===== src/rtl/memory_game_pkg.sv =====
// Shared types and helpers for the pair-matching game controller.
// MG_CHECK stops elaboration with msg when a parameter combination is unsupported.
`define MG_CHECK(cond, label, msg) \
    if (!(cond)) begin : label \
        $error(msg); \
    end

package memory_game_pkg;

    typedef enum logic [2:0] {
        ST_FIRST,
        ST_SECOND,
        ST_EVAL,
        ST_HIDE,
        ST_DONE
    } state_t;

    localparam int unsigned MAX_SYM_W    = 16;
    localparam int unsigned MAX_LAYOUT_W = 4096;

    // Symbol of card idx; the caller narrows the result to its own SYM_W.
    function automatic logic [MAX_SYM_W-1:0] sym_of(input logic [MAX_LAYOUT_W-1:0] layout,
                                                    input int unsigned idx,
                                                    input int unsigned sym_w);
        logic [MAX_LAYOUT_W-1:0] shifted;
        shifted = layout >> (idx * sym_w);
        return shifted[MAX_SYM_W-1:0];
    endfunction

endpackage


===== src/rtl/memory_game_ctrl_hide_timer.sv =====
// Loadable down-counter that times how long a mismatched pair stays visible.
module hide_timer #(
    parameter int unsigned W = 2
) (
    input  logic         clk,
    input  logic         rst,
    input  logic         load,
    input  logic         en,
    input  logic [W-1:0] load_val,
    output logic         zero_c
);

    logic [W-1:0] count;

    always_ff @(posedge clk) begin
        if (rst) begin
            count <= '0;
        end else if (load) begin
            count <= load_val;
        end else if (en && (count != '0)) begin
            count <= count - W'(1);
        end
    end

    assign zero_c = (count == '0);

endmodule


===== src/rtl/memory_game_ctrl.sv =====
// Pair-matching game controller: flip handshake, match evaluation,
// timed hiding of mismatched pairs, score counters and game-over flag.
module memory_game_ctrl
    import memory_game_pkg::*;
#(
    parameter int unsigned NUM_CARDS   = 16,
    parameter int unsigned SYM_W       = 3,
    parameter int unsigned HIDE_CYCLES = 4,
    parameter int unsigned CNT_W       = 8,
    parameter int unsigned ID_W        = $clog2(NUM_CARDS)
) (
    input  logic                       clk,
    input  logic                       rst,
    input  logic                       new_game,
    input  logic [NUM_CARDS*SYM_W-1:0] card_sym,
    input  logic                       flip_valid,
    input  logic [ID_W-1:0]            flip_id,
    output logic                       flip_ready,
    output logic                       reject,
    output logic [NUM_CARDS-1:0]       face_up,
    output logic [NUM_CARDS-1:0]       matched,
    output logic                       match_pulse,
    output logic                       mismatch_pulse,
    output logic [SYM_W-1:0]           match_sym,
    output logic [CNT_W-1:0]           pairs_found,
    output logic [CNT_W-1:0]           attempts,
    output logic                       game_over
);

    localparam int unsigned LAYOUT_W    = NUM_CARDS * SYM_W;
    localparam int unsigned HT_W        = (HIDE_CYCLES > 0) ? $clog2(HIDE_CYCLES + 1) : 1;
    localparam int unsigned HIDE_LOAD   = (HIDE_CYCLES > 0) ? HIDE_CYCLES - 1 : 0;
    localparam logic [CNT_W-1:0] PAIRS_TOTAL = CNT_W'(NUM_CARDS / 2);

    `MG_CHECK((NUM_CARDS >= 2) && (NUM_CARDS % 2 == 0), g_chk_cards, "NUM_CARDS must be even and >= 2")
    `MG_CHECK(CNT_W >= $clog2(NUM_CARDS / 2 + 1), g_chk_cnt, "CNT_W too narrow for pairs_found")
    `MG_CHECK((SYM_W <= MAX_SYM_W) && (LAYOUT_W <= MAX_LAYOUT_W), g_chk_sym, "layout wider than sym_of supports")

    state_t                state, state_d;
    logic [LAYOUT_W-1:0]   layout, layout_d;
    logic [ID_W-1:0]       card1, card1_d, card2, card2_d;
    logic [NUM_CARDS-1:0]  face_up_d, matched_d;
    logic                  reject_d, match_pulse_d, mismatch_pulse_d, game_over_d;
    logic [SYM_W-1:0]      match_sym_d, sym1, sym2;
    logic [CNT_W-1:0]      pairs_d, attempts_d;
    logic                  timer_load, timer_en, timer_zero;
    logic                  in_range, legal;

    assign sym1     = SYM_W'(sym_of(MAX_LAYOUT_W'(layout), 32'(card1), SYM_W));
    assign sym2     = SYM_W'(sym_of(MAX_LAYOUT_W'(layout), 32'(card2), SYM_W));
    assign in_range = (32'(flip_id) < NUM_CARDS);
    assign legal    = in_range && !face_up[flip_id] && !matched[flip_id];

    hide_timer #(.W(HT_W)) u_hide_timer (
        .clk      (clk),
        .rst      (rst),
        .load     (timer_load),
        .en       (timer_en),
        .load_val (HT_W'(HIDE_LOAD)),
        .zero_c   (timer_zero)
    );

    // Next-state and next-output logic
    always_comb begin
        state_d          = state;
        layout_d         = layout;
        card1_d          = card1;
        card2_d          = card2;
        face_up_d        = face_up;
        matched_d        = matched;
        reject_d         = 1'b0;
        match_pulse_d    = 1'b0;
        mismatch_pulse_d = 1'b0;
        match_sym_d      = match_sym;
        pairs_d          = pairs_found;
        attempts_d       = attempts;
        game_over_d      = game_over;
        timer_load       = 1'b0;
        timer_en         = 1'b0;

        if (new_game) begin
            layout_d    = card_sym;
            face_up_d   = '0;
            matched_d   = '0;
            pairs_d     = '0;
            attempts_d  = '0;
            game_over_d = 1'b0;
            state_d     = ST_FIRST;
        end else begin
            unique case (state)
                ST_FIRST, ST_SECOND: begin
                    if (flip_valid) begin
                        if (!legal) begin
                            reject_d = 1'b1;
                        end else begin
                            face_up_d[flip_id] = 1'b1;
                            if (state == ST_FIRST) begin
                                card1_d = flip_id;
                                state_d = ST_SECOND;
                            end else begin
                                card2_d = flip_id;
                                state_d = ST_EVAL;
                            end
                        end
                    end
                end
                ST_EVAL: begin
                    attempts_d = (attempts == '1) ? attempts : attempts + CNT_W'(1);
                    if (sym1 == sym2) begin
                        matched_d[card1] = 1'b1;
                        matched_d[card2] = 1'b1;
                        match_sym_d      = sym1;
                        match_pulse_d    = 1'b1;
                        pairs_d          = pairs_found + CNT_W'(1);
                        if (pairs_d == PAIRS_TOTAL) begin
                            game_over_d = 1'b1;
                            state_d     = ST_DONE;
                        end else begin
                            state_d = ST_FIRST;
                        end
                    end else begin
                        mismatch_pulse_d = 1'b1;
                        if (HIDE_CYCLES == 0) begin
                            face_up_d[card1] = 1'b0;
                            face_up_d[card2] = 1'b0;
                            state_d          = ST_FIRST;
                        end else begin
                            timer_load = 1'b1;
                            state_d    = ST_HIDE;
                        end
                    end
                end
                ST_HIDE: begin
                    if (timer_zero) begin
                        face_up_d[card1] = 1'b0;
                        face_up_d[card2] = 1'b0;
                        state_d          = ST_FIRST;
                    end else begin
                        timer_en = 1'b1;
                    end
                end
                ST_DONE: begin
                    state_d = ST_DONE;
                end
                default: begin
                    state_d = ST_FIRST;
                end
            endcase
        end
    end

    // State and output registers
    always_ff @(posedge clk) begin
        if (rst) begin
            state          <= ST_FIRST;
            layout         <= '0;
            card1          <= '0;
            card2          <= '0;
            flip_ready     <= 1'b1;
            reject         <= 1'b0;
            face_up        <= '0;
            matched        <= '0;
            match_pulse    <= 1'b0;
            mismatch_pulse <= 1'b0;
            match_sym      <= '0;
            pairs_found    <= '0;
            attempts       <= '0;
            game_over      <= 1'b0;
        end else begin
            state          <= state_d;
            layout         <= layout_d;
            card1          <= card1_d;
            card2          <= card2_d;
            flip_ready     <= (state_d == ST_FIRST) || (state_d == ST_SECOND);
            reject         <= reject_d;
            face_up        <= face_up_d;
            matched        <= matched_d;
            match_pulse    <= match_pulse_d;
            mismatch_pulse <= mismatch_pulse_d;
            match_sym      <= match_sym_d;
            pairs_found    <= pairs_d;
            attempts       <= attempts_d;
            game_over      <= game_over_d;
        end
    end

endmodule


===== config.mk =====
export PLATFORM = sky130hd
export DESIGN_NAME = memory_game_ctrl
export DESIGN_NICKNAME = d
export VERILOG_FILES = /design/src/rtl/memory_game_pkg.sv /design/src/rtl/memory_game_ctrl_hide_timer.sv /design/src/rtl/memory_game_ctrl.sv
export SDC_FILE = /design/constraint.sdc
export NUM_CORES = 1
export LEC_CHECK = 0
export ABC_AREA = 1
export CAP_MARGIN = 10
export CORE_MARGIN = 8
export CORE_UTILIZATION = 57
export CTS_CLUSTER_DIAMETER = 40
export CTS_CLUSTER_SIZE = 14
export DETAILED_ROUTE_END_ITERATION = 12
export HOLD_SLACK_MARGIN = 0.08
export PLACE_DENSITY_LB_ADDON = 0.12
export SLEW_MARGIN = 20
export SYNTH_ARGS = -nofsm -noshare
export SYNTH_HDL_FRONTEND = slang
export SYNTH_SLANG_ARGS = --single-unit

===== constraint.sdc =====
create_clock -name clk -period 7.48 [get_ports clk]
set_clock_uncertainty 0.2 [all_clocks]
set_input_delay 1.87 -clock clk [delete_from_list [all_inputs] [get_ports clk]]
set_output_delay 1.87 -clock clk [all_outputs]
set_load 0.02 [all_outputs]

==> impl_metrics.json, run 1 <==
{
  "finalNonFillerCells": 1241,
  "fin_tns_setup_ps": 0,
  "reg2reg_depth": 16,
  "powerDensity_nw_per_um2": 213.0,
  "min_path_type": "reg2reg",
  "synth_edf_count": 0,
  "rsz0062_at_grt": "no",
  "cts_resized": 0,
  "hold_buffers": 0,
  "drtPass1Iterations": 6,
  "clock_sinks": 118,
  "ys_seq_area_share_pct": 38.21,
  "slew_headroom_pct": 46.80,
  "cts-root-buf": "clkbuf_8",
  "wirelength_um": 19100,
  "synth_xor_xnor_area_share_pct": 0.9917,
  "setup_viol": 0,
  "dieArea_um2": 14430,
  "internal-power_uw": 1249,
  "synth_compound_area_share_pct": 17.43,
  "clk_pin_slew_ps": 60,
  "p_seq_share_pct": 39.6,
  "ys_warn_count": 0,
  "rrSetupSlack_ps": 3980,
  "fillers": 902,
  "hold_path.startpoint": "layout[13]",
  "die_h_um": 120.1,
  "timing.final.crit_period_ps": 4756,
  "min_to": "layout[13]",
  "core_um2": 10700,
  "fmax_ghz": 0.2103,
  "clockPowerShare_pct": 49.7,
  "setup.worst_path.start_class": "input port",
  "grt_usage_pct": 26.89,
  "numCtsBuffers": 17,
  "rows": 38,
  "ctsHtreeMaxLevel": 4,
  "synth-adder-area-share_pct": 0.8096,
  "cts_tree": "built",
  "placed_cell_area_um2": 7325,
  "tightestPinTransition_ps": 797.1,
  "post_cts_buffers": 0,
  "hpwlAfterDp_um": 13330,
  "synth_top_family_by_area": "simple AND/OR/NAND/NOR gates",
  "cts_buffer_depth": 2,
  "via_per_inst": 5.416,
  "finalCritPeriodShare_pct": 63.58,
  "ant_nets": 0,
  "synth_flop_cell": "dfxtp_1",
  "crit_type": "in2reg",
  "grt_pass1_wl_um": 31310,
  "layout_common_cells": "nand2_1, nor2_1, dfxtp_1",
  "numPortBuffers": 111,
  "leakagePower_uw": 0.003425,
  "cp.required_ps": 7710,
  "outcome": "finished clean",
  "rr_startpoint": "card2[1]",
  "dp.cells": 1209,
  "gp_congestion": 0.9691,
  "grt_max_degree": 63,
  "layout.cells.most_common": "nand2_1",
  "grt_overflow": 0,
  "drive_gt1_share_pct": 4.087,
  "syn2layout_area_growth_pct": 28.48,
  "initialDrtViolationCount": 688,
  "ir_drop_v": 0.0002425,
  "wl_per_cell_um": 15.39,
  "regArea_um2": 2362,
  "clock_latency_ps": 540,
  "antenna_found_initial": 0,
  "end_kind": "flop",
  "final_hold_viol_count": 0,
  "power_frac_comb_pct": 10.7,
  "sw_frac_of_total_pct": 26.18,
  "timing.rr.end": "matched[10]",
  "grt_pass1_vias": 6396,
  "worstPathMaxFanout": 20,
  "vias": 6721,
  "initial_core_util_pct": 57.79,
  "ys_ff_latch": 118,
  "drcViolationCount": 0,
  "synth.area.mux_share_pct": 0,
  "synth.cell_area_um2": 6182,
  "final_area_um2": 7943,
  "async_reset_ff_share_pct": 0,
  "whs_path_depth": 2,
  "nets": 1148,
  "power_switching_uw": 442.9,
  "diodes": 0,
  "die_x_um": 120.1,
  "syn_avg_cell_area_um2": 6.201,
  "io_pins": 112,
  "finalPower_uw": 1692,
  "synthDistinctLibCells": 31,
  "netlist_instances": 997,
  "maxCapViolations": 0,
  "multi_input_area_um2": 3287,
  "worstPathArrival_ps": 4980,
  "synth_fp_nets": 1057,
  "synth-simple-area-share_pct": 33.82,
  "final_util_pct": 74.25,
  "slew_viol_final": 0
}
## Yosys cell counts (3+ instances only)
cell type	instances	area (um^2)
a21oi_1	59	295.3
a22oi_1	3	22.52
a32o_1	3	30.03
buf_2	9	45.04
clkbuf_1	32	120.1
dfxtp_1	118	2362
ha_1	4	50.05
inv_1	92	345.3
nand2_1	328	1231
nand3_1	28	140.1
nand4_1	14	87.58
nor2_1	142	533.0
nor3_1	9	45.04
o21ai_0	117	585.6
o21bai_1	7	52.55
o22ai_1	5	31.28
xor2_1	7	61.31
## power groups by stage
stage                     sequential [uW]  clock (uW)  combinational, uW
after CTS                             669         851                179
after floorplan                       676           0                116
after detailed placement              682           0                177
final                                 670         841                181
after global placement                682           0                175
after global routing                  672         875                204
## layout make-up
class                           instances  area share, %
Tap cell                              140          2.205
Sequential cell                       118          29.74
Timing Repair Buffer                  116          14.46
Clock inverter                         13          2.158
Clock buffer                           19          5.561
Multi-Input combinational cell        740          41.38
Inverter                               95          4.490
## worst max-delay path: stages
cell and delay [ps]:
clkdlybuf4s50_1 490, nand2_1 180, inv_1 140, o21ai_0 130, nand4_1 120, nand2_1 70
nand2_1 50, nor3_1 560, nand2_1 110, nand2_1 320, nand2_1 490, o21ai_0 370
nor2_1 70
## logic make-up after synthesis
logic type      count (synthesis)
compound gates                202
simple gates                  527
xor+xnor                        7
buf+inv                       139
fa+ha+maj                       4
flops                         118
## layer usage
metal / track usage [%] / share of wire (%) / wire, um / up-vias
met5: 0 / 0 / 0 / -
met4: 11.79 / 2.3 / 448 / 0
met3: 7.562 / 8.3 / 1581 / 41
met2: 42.79 / 46 / 8881 / 279
met1: 33.37 / 43 / 8192 / 3032
li1: - / - / - / 3369
## worst max path at each step
stage                     startpoint           to  slack, ps  depth (start not counted)
after global routing      flip_id[1]  face_up[13]       2440                         13
after global placement    flip_id[1]  face_up[14]       2430                         13
after detailed placement  flip_id[1]  face_up[12]       2320                         13
final                     flip_id[1]  face_up[13]       2720                         13
after floorplan           flip_id[3]  face_up[11]       3760                         11
after CTS                 flip_id[1]  face_up[13]       2820                         13
## state kept, by name, summed over array words and instances (netlist names), 4 cells and up
register	cells
card1	4
matched	16
card2	4
attempts	8
pairs_found	8
layout	48
face_up	16
## stage by stage
step                hold slack (ps)  setup slack, ps
CTS                           274.9             2823
floorplan                     243.6             3763
global route                  291.3             2435
detailed placement            266.5             2324
global placement              256.3             2430
finish                        271.9             2724
(Power assumes the default switching activity.)
==> inputs of run 2 (changes only) <==
- CORE_UTILIZATION: 57 -> 53
- clock period: 7.48 -> 4.85 ns (I/O delays scaled with it)
==> run 2 against run 1 <==
  * Sequential share of layout area fell by 0.093 points
  * Register-to-register slack got worse by 2600 ps
  * Non-clock buffer count up 4
  * Utilization decreased by 4.5 points
  * Count of clock-buffer cells in the layout is 1 higher
  * Worst hold slack got worse by 13 ps
  * Critical path depth rose by 1
  * Critical path type unchanged
  * Largest power group unchanged
==> impl_metrics.json, run 2 (synthesis gave the netlist of run 1 again) <==
{
  "outcome": "finished clean",
  "diodes": 0,
  "final_area_um2": 7968,
  "largest-register": "layout",
  "timing.rr.end": "matched[10]",
  "setup.worst_path.start_class": "input port",
  "cp.required_ps": 5000,
  "numCtsBuffers": 17,
  "gp_congestion": 0.9321,
  "worstPathArrival_ps": 4230,
  "hold_buffers": 0,
  "syn2layout_area_growth_pct": 28.88,
  "die_x_um": 124,
  "core_um2": 11420,
  "vias": 6740,
  "finalCritPeriodShare_pct": 84.05,
  "drcViolationCount": 0,
  "leakagePower_uw": 0.003451,
  "ir_drop_v": 0.0003703,
  "slew_headroom_pct": 47.02,
  "tightestPinTransition_ps": 788.7,
  "critPathLaunch": "flip_id[0]",
  "rrSetupSlack_ps": 1390,
  "grt_pass1_vias": 6370,
  "placed_cell_area_um2": 7358,
  "crit_type": "in2reg",
  "largest_register_ffs": 48,
  "numPortBuffers": 111,
  "drtPass1Iterations": 6,
  "worstSetupEndpoint": "face_up[14]",
  "dieArea_um2": 15380,
  "wl_met1_um": 8235,
  "internal-power_uw": 1944,
  "grt_pass1_wl_um": 30600,
  "cts-root-buf": "clkbuf_16",
  "timing.final.crit_period_ps": 4076,
  "power_frac_comb_pct": 10.8,
  "largestRegisters": "layout x48, face_up x16, matched x16",
  "worstPathMaxFanout": 20,
  "fin_tns_setup_ps": 0,
  "powerDensity_nw_per_um2": 326.9,
  "sw_frac_of_total_pct": 25.36,
  "nets": 1152,
  "min_path_type": "reg2reg",
  "maxCapViolations": 0,
  "drive_gt1_share_pct": 4.344,
  "via_per_inst": 5.401,
  "multi_input_area_um2": 3282,
  "layout_common_cells": "nand2_1, nor2_1, dfxtp_1",
  "wl_per_cell_um": 15.19,
  "rsz0062_at_grt": "no",
  "rr_startpoint": "card1[1]",
  "cts_tree": "built",
  "layout.cells.most_common": "nand2_1",
  "fmax_ghz": 0.2453,
  "grt_overflow": 0,
  "post_cts_buffers": 0,
  "clk_pin_slew_ps": 50,
  "power_switching_uw": 660.4,
  "rows": 39,
  "grt_max_degree": 46,
  "clock_sinks": 118,
  "clock_latency_ps": 420,
  "io_pins": 112,
  "final_util_pct": 69.78,
  "slew_viol_final": 0,
  "routed-wl-met3_um": 1627,
  "cts_resized": 0,
  "reg2reg_depth": 16,
  "die_h_um": 124,
  "highest_layer": "met4",
  "cts_buffer_depth": 2,
  "antenna_found_initial": 0,
  "p_seq_share_pct": 39.7,
  "clockPowerShare_pct": 49.6,
  "initial_core_util_pct": 54.14,
  "fillers": 1037,
  "ant_nets": 0,
  "hpwlAfterDp_um": 13580,
  "ctsHtreeMaxLevel": 4,
  "initialDrtViolationCount": 687,
  "setup_viol": 0,
  "end_kind": "flop",
  "final_hold_viol_count": 0,
  "wirelength_um": 18960,
  "wl_met2_um": 8661,
  "grt_usage_pct": 25.08,
  "regArea_um2": 2362
}
[run 2: layout make-up]
cell class / count / share of cell area [%]
Clock buffer: 20 / 5.732
Clock inverter: 12 / 1.916
Inverter: 95 / 4.476
Multi-Input combinational cell: 740 / 41.19
Sequential cell: 118 / 29.65
Tap cell: 143 / 2.246
Timing Repair Buffer: 120 / 14.79
[run 2: power groups by stage]
| stage | Combinational, uW | Sequential [uW] | Clock (uW) |
|---|---|---|---|
| 2_1_floorplan | 179 | 1040 | 0 |
| 3_3_place_gp | 272 | 1050 | 0 |
| 3_5_place_dp | 275 | 1050 | 0 |
| 4_1_cts | 278 | 1030 | 1300 |
| 5_1_grt | 318 | 1040 | 1340 |
| 6_report | 280 | 1030 | 1290 |
[run 2: metal layers]
layer,up-vias,track usage [%]
li1,3368,-
met1,3055,31.72
met2,281,40.00
met3,36,6.981
met4,0,9.442
met5,-,0
[run 2: worst min-delay path by stage]
stage / from / endpoint / slack (ps) / cells after the start
2_1_floorplan: layout[13] / layout[13] / 240 / 2
3_3_place_gp: game_over / game_over / 240 / 2
3_5_place_dp: game_over / game_over / 250 / 2
4_1_cts: game_over / game_over / 260 / 2
5_1_grt: game_over / game_over / 280 / 2
6_report: game_over / game_over / 260 / 2
[run 2: worst max-delay path, stage by stage]
cell and delay [ps]:
clkdlybuf4s50_1 560, inv_1 80, nor2_1 440, o21ai_0 170
nand2_1 90, nor2_1 40, a21oi_1 170, nor3_1 80
buf_4 160, nand2_1 70, nand2_1 240, nand2_1 600
o21ai_0 170, nor2_1 140
[run 2: per-stage QoR]
| step | power (uW) | hold WS, ps | std cells | setup WS [ps] |
|---|---|---|---|---|
| 2_1_floorplan | 1222 | 243.6 | 997 | 1791 |
| 3_3_place_gp | 1324 | 237.8 | 1216 | 597.5 |
| 3_5_place_dp | 1327 | 248.0 | 1216 | 487.9 |
| 4_1_cts | 2608 | 258.9 | 1248 | 857.3 |
| 5_1_grt | 2700 | 276.7 | 1248 | 479.4 |
| 6_report | 2605 | 259.3 | 1248 | 773.7 |
==> inputs of run 3 (changes only) <==
- clock period: 4.85 -> 4.1 ns (I/O delays scaled with it)
==> run 3 against run 2 <==
  * Wire length shrank 1.2%
  * Critical path depth shrank 2
  * Register-to-register slack lost 450 ps
  * Largest cell class unchanged
  * Global-route usage shrank 0.11 points
  * Utilization grew 0.50 points
  * Sequential share of layout area shrank 0.21 points
  * Cell count grew 0.40%
  * Worst hold slack lost 2.3 ps
==> impl_metrics.json, run 3 (synthesis gave the netlist of run 1 again) <==
{
  "outcome": "finished clean",
  "drive_gt1_share_pct": 4.505,
  "grt_max_degree": 62,
  "leakagePower_uw": 0.003483,
  "min_to": "game_over",
  "ir_drop_v": 0.0003985,
  "via_per_inst": 5.404,
  "powerDensity_nw_per_um2": 389.4,
  "diodes": 0,
  "internal-power_uw": 2364,
  "sw_frac_of_total_pct": 24.35,
  "die_h_um": 124,
  "drcViolationCount": 0,
  "largest-register": "layout",
  "antenna_found_initial": 0,
  "min_path_type": "reg2reg",
  "nets": 1157,
  "reg2reg_depth": 18,
  "initialDrtViolationCount": 687,
  "critPathLaunch": "flip_id[1]",
  "grt_overflow": 0,
  "rows": 39,
  "fmax_ghz": 0.2845,
  "clock_latency_ps": 420,
  "hold_path.startpoint": "game_over",
  "post_cts_buffers": 0,
  "io_pins": 112,
  "tightestPinTransition_ps": 785.4,
  "initial_core_util_pct": 54.14,
  "cp.required_ps": 4260,
  "whs_path_depth": 2,
  "core_um2": 11420,
  "grt_pass1_vias": 6279,
  "layout.cells.most_common": "nand2_1",
  "cts_buffer_depth": 2,
  "holdWs_ps": 257.0,
  "gp_congestion": 0.9168,
  "power_frac_comb_pct": 10.8,
  "slew_viol_final": 0,
  "finalPower_uw": 3125,
  "dieArea_um2": 15380,
  "maxCapViolations": 0,
  "cts_resized": 0,
  "layout_common_cells": "nand2_1, nor2_1, dfxtp_1",
  "finalCritPeriodShare_pct": 85.74,
  "cts-root-buf": "clkbuf_16",
  "largestRegisters": "layout x48, face_up x16, matched x16",
  "fin_tns_setup_ps": 0,
  "hpwlAfterDp_um": 13290,
  "clock_sinks": 118,
  "timing.rr.end": "matched[1]",
  "grt_pass1_wl_um": 30570,
  "worstPathArrival_ps": 3670,
  "ctsHtreeMaxLevel": 4,
  "numCtsBuffers": 17,
  "rr_startpoint": "card1[0]",
  "setup_viol": 0,
  "ant_nets": 0,
  "worstPathMaxFanout": 20,
  "wirelength_um": 18730,
  "syn2layout_area_growth_pct": 29.81,
  "rsz0062_at_grt": "no",
  "p_seq_share_pct": 39.1,
  "grt_usage_pct": 24.98,
  "hold_buffers": 0,
  "final_hold_viol_count": 0,
  "clk_pin_slew_ps": 50,
  "timing.final.crit_period_ps": 3515,
  "largest_register_ffs": 48,
  "crit_type": "in2reg",
  "end_kind": "flop",
  "cts_tree": "built",
  "numPortBuffers": 111,
  "rrSetupSlack_ps": 940,
  "clockPowerShare_pct": 50.1,
  "wl_per_cell_um": 14.95,
  "power_switching_uw": 760.8,
  "drtPass1Iterations": 6,
  "die_x_um": 124,
  "slew_headroom_pct": 47.58,
  "setup.worst_path.start_class": "input port",
  "vias": 6771
}
-- run 3: metal layers --
layer | GRT usage [%] | share of wire [%]
met1 | 32.81 | 44
met2 | 37.48 | 44
met3 | 6.845 | 8.9
met4 | 11.45 | 2.8
met5 | 0 | 0
-- run 3: through the flow --
stage          std cells  worst slack (ps)  area (um^2)  utilization, %
2_1_floorplan        997              1228         6182               -
3_3_place_gp        1221             361.5         7408           64.88
3_5_place_dp        1221             264.1         7408           64.88
4_1_cts             1253             683.8         8025           70.28
5_1_grt             1253             396.9         8025           70.28
6_report            1253             584.8         8025           70.28
-- run 3: final cells by class --
cell class | count | area, um^2
repair buffers | 125 | 1229
fillers | 1042 | 3393
inverters | 95 | 356.6
flip-flops and latches | 118 | 2362
well taps | 143 | 178.9
clock inverters | 9 | 148.9
multi-input cells | 740 | 3282
clock buffers | 23 | 467.9
-- run 3: power groups by stage --
stage	combinational [uW]	sequential [uW]	clock, uW
after floorplan	212	1230	0
after global placement	329	1240	0
after detailed placement	333	1240	0
after CTS	337	1220	1580
after global routing	382	1230	1640
final	339	1220	1570
-- run 3: worst max path at each step --
stage / to
5_1_grt: face_up[13]
4_1_cts: face_up[13]
6_report: face_up[13]
3_5_place_dp: face_up[13]
3_3_place_gp: face_up[14]
2_1_floorplan: face_up[11]
-- run 3: worst max-delay path: stages --
cell and delay, ps:
clkdlybuf4s50_1 570, inv_1 80, nor2_1 470, o21ai_0 170, and2_1 190, a31oi_1 130
nor3_1 90, nand2_1 60, nand2_1 70, nand2_1 510, o21ai_0 180, nor2_1 120
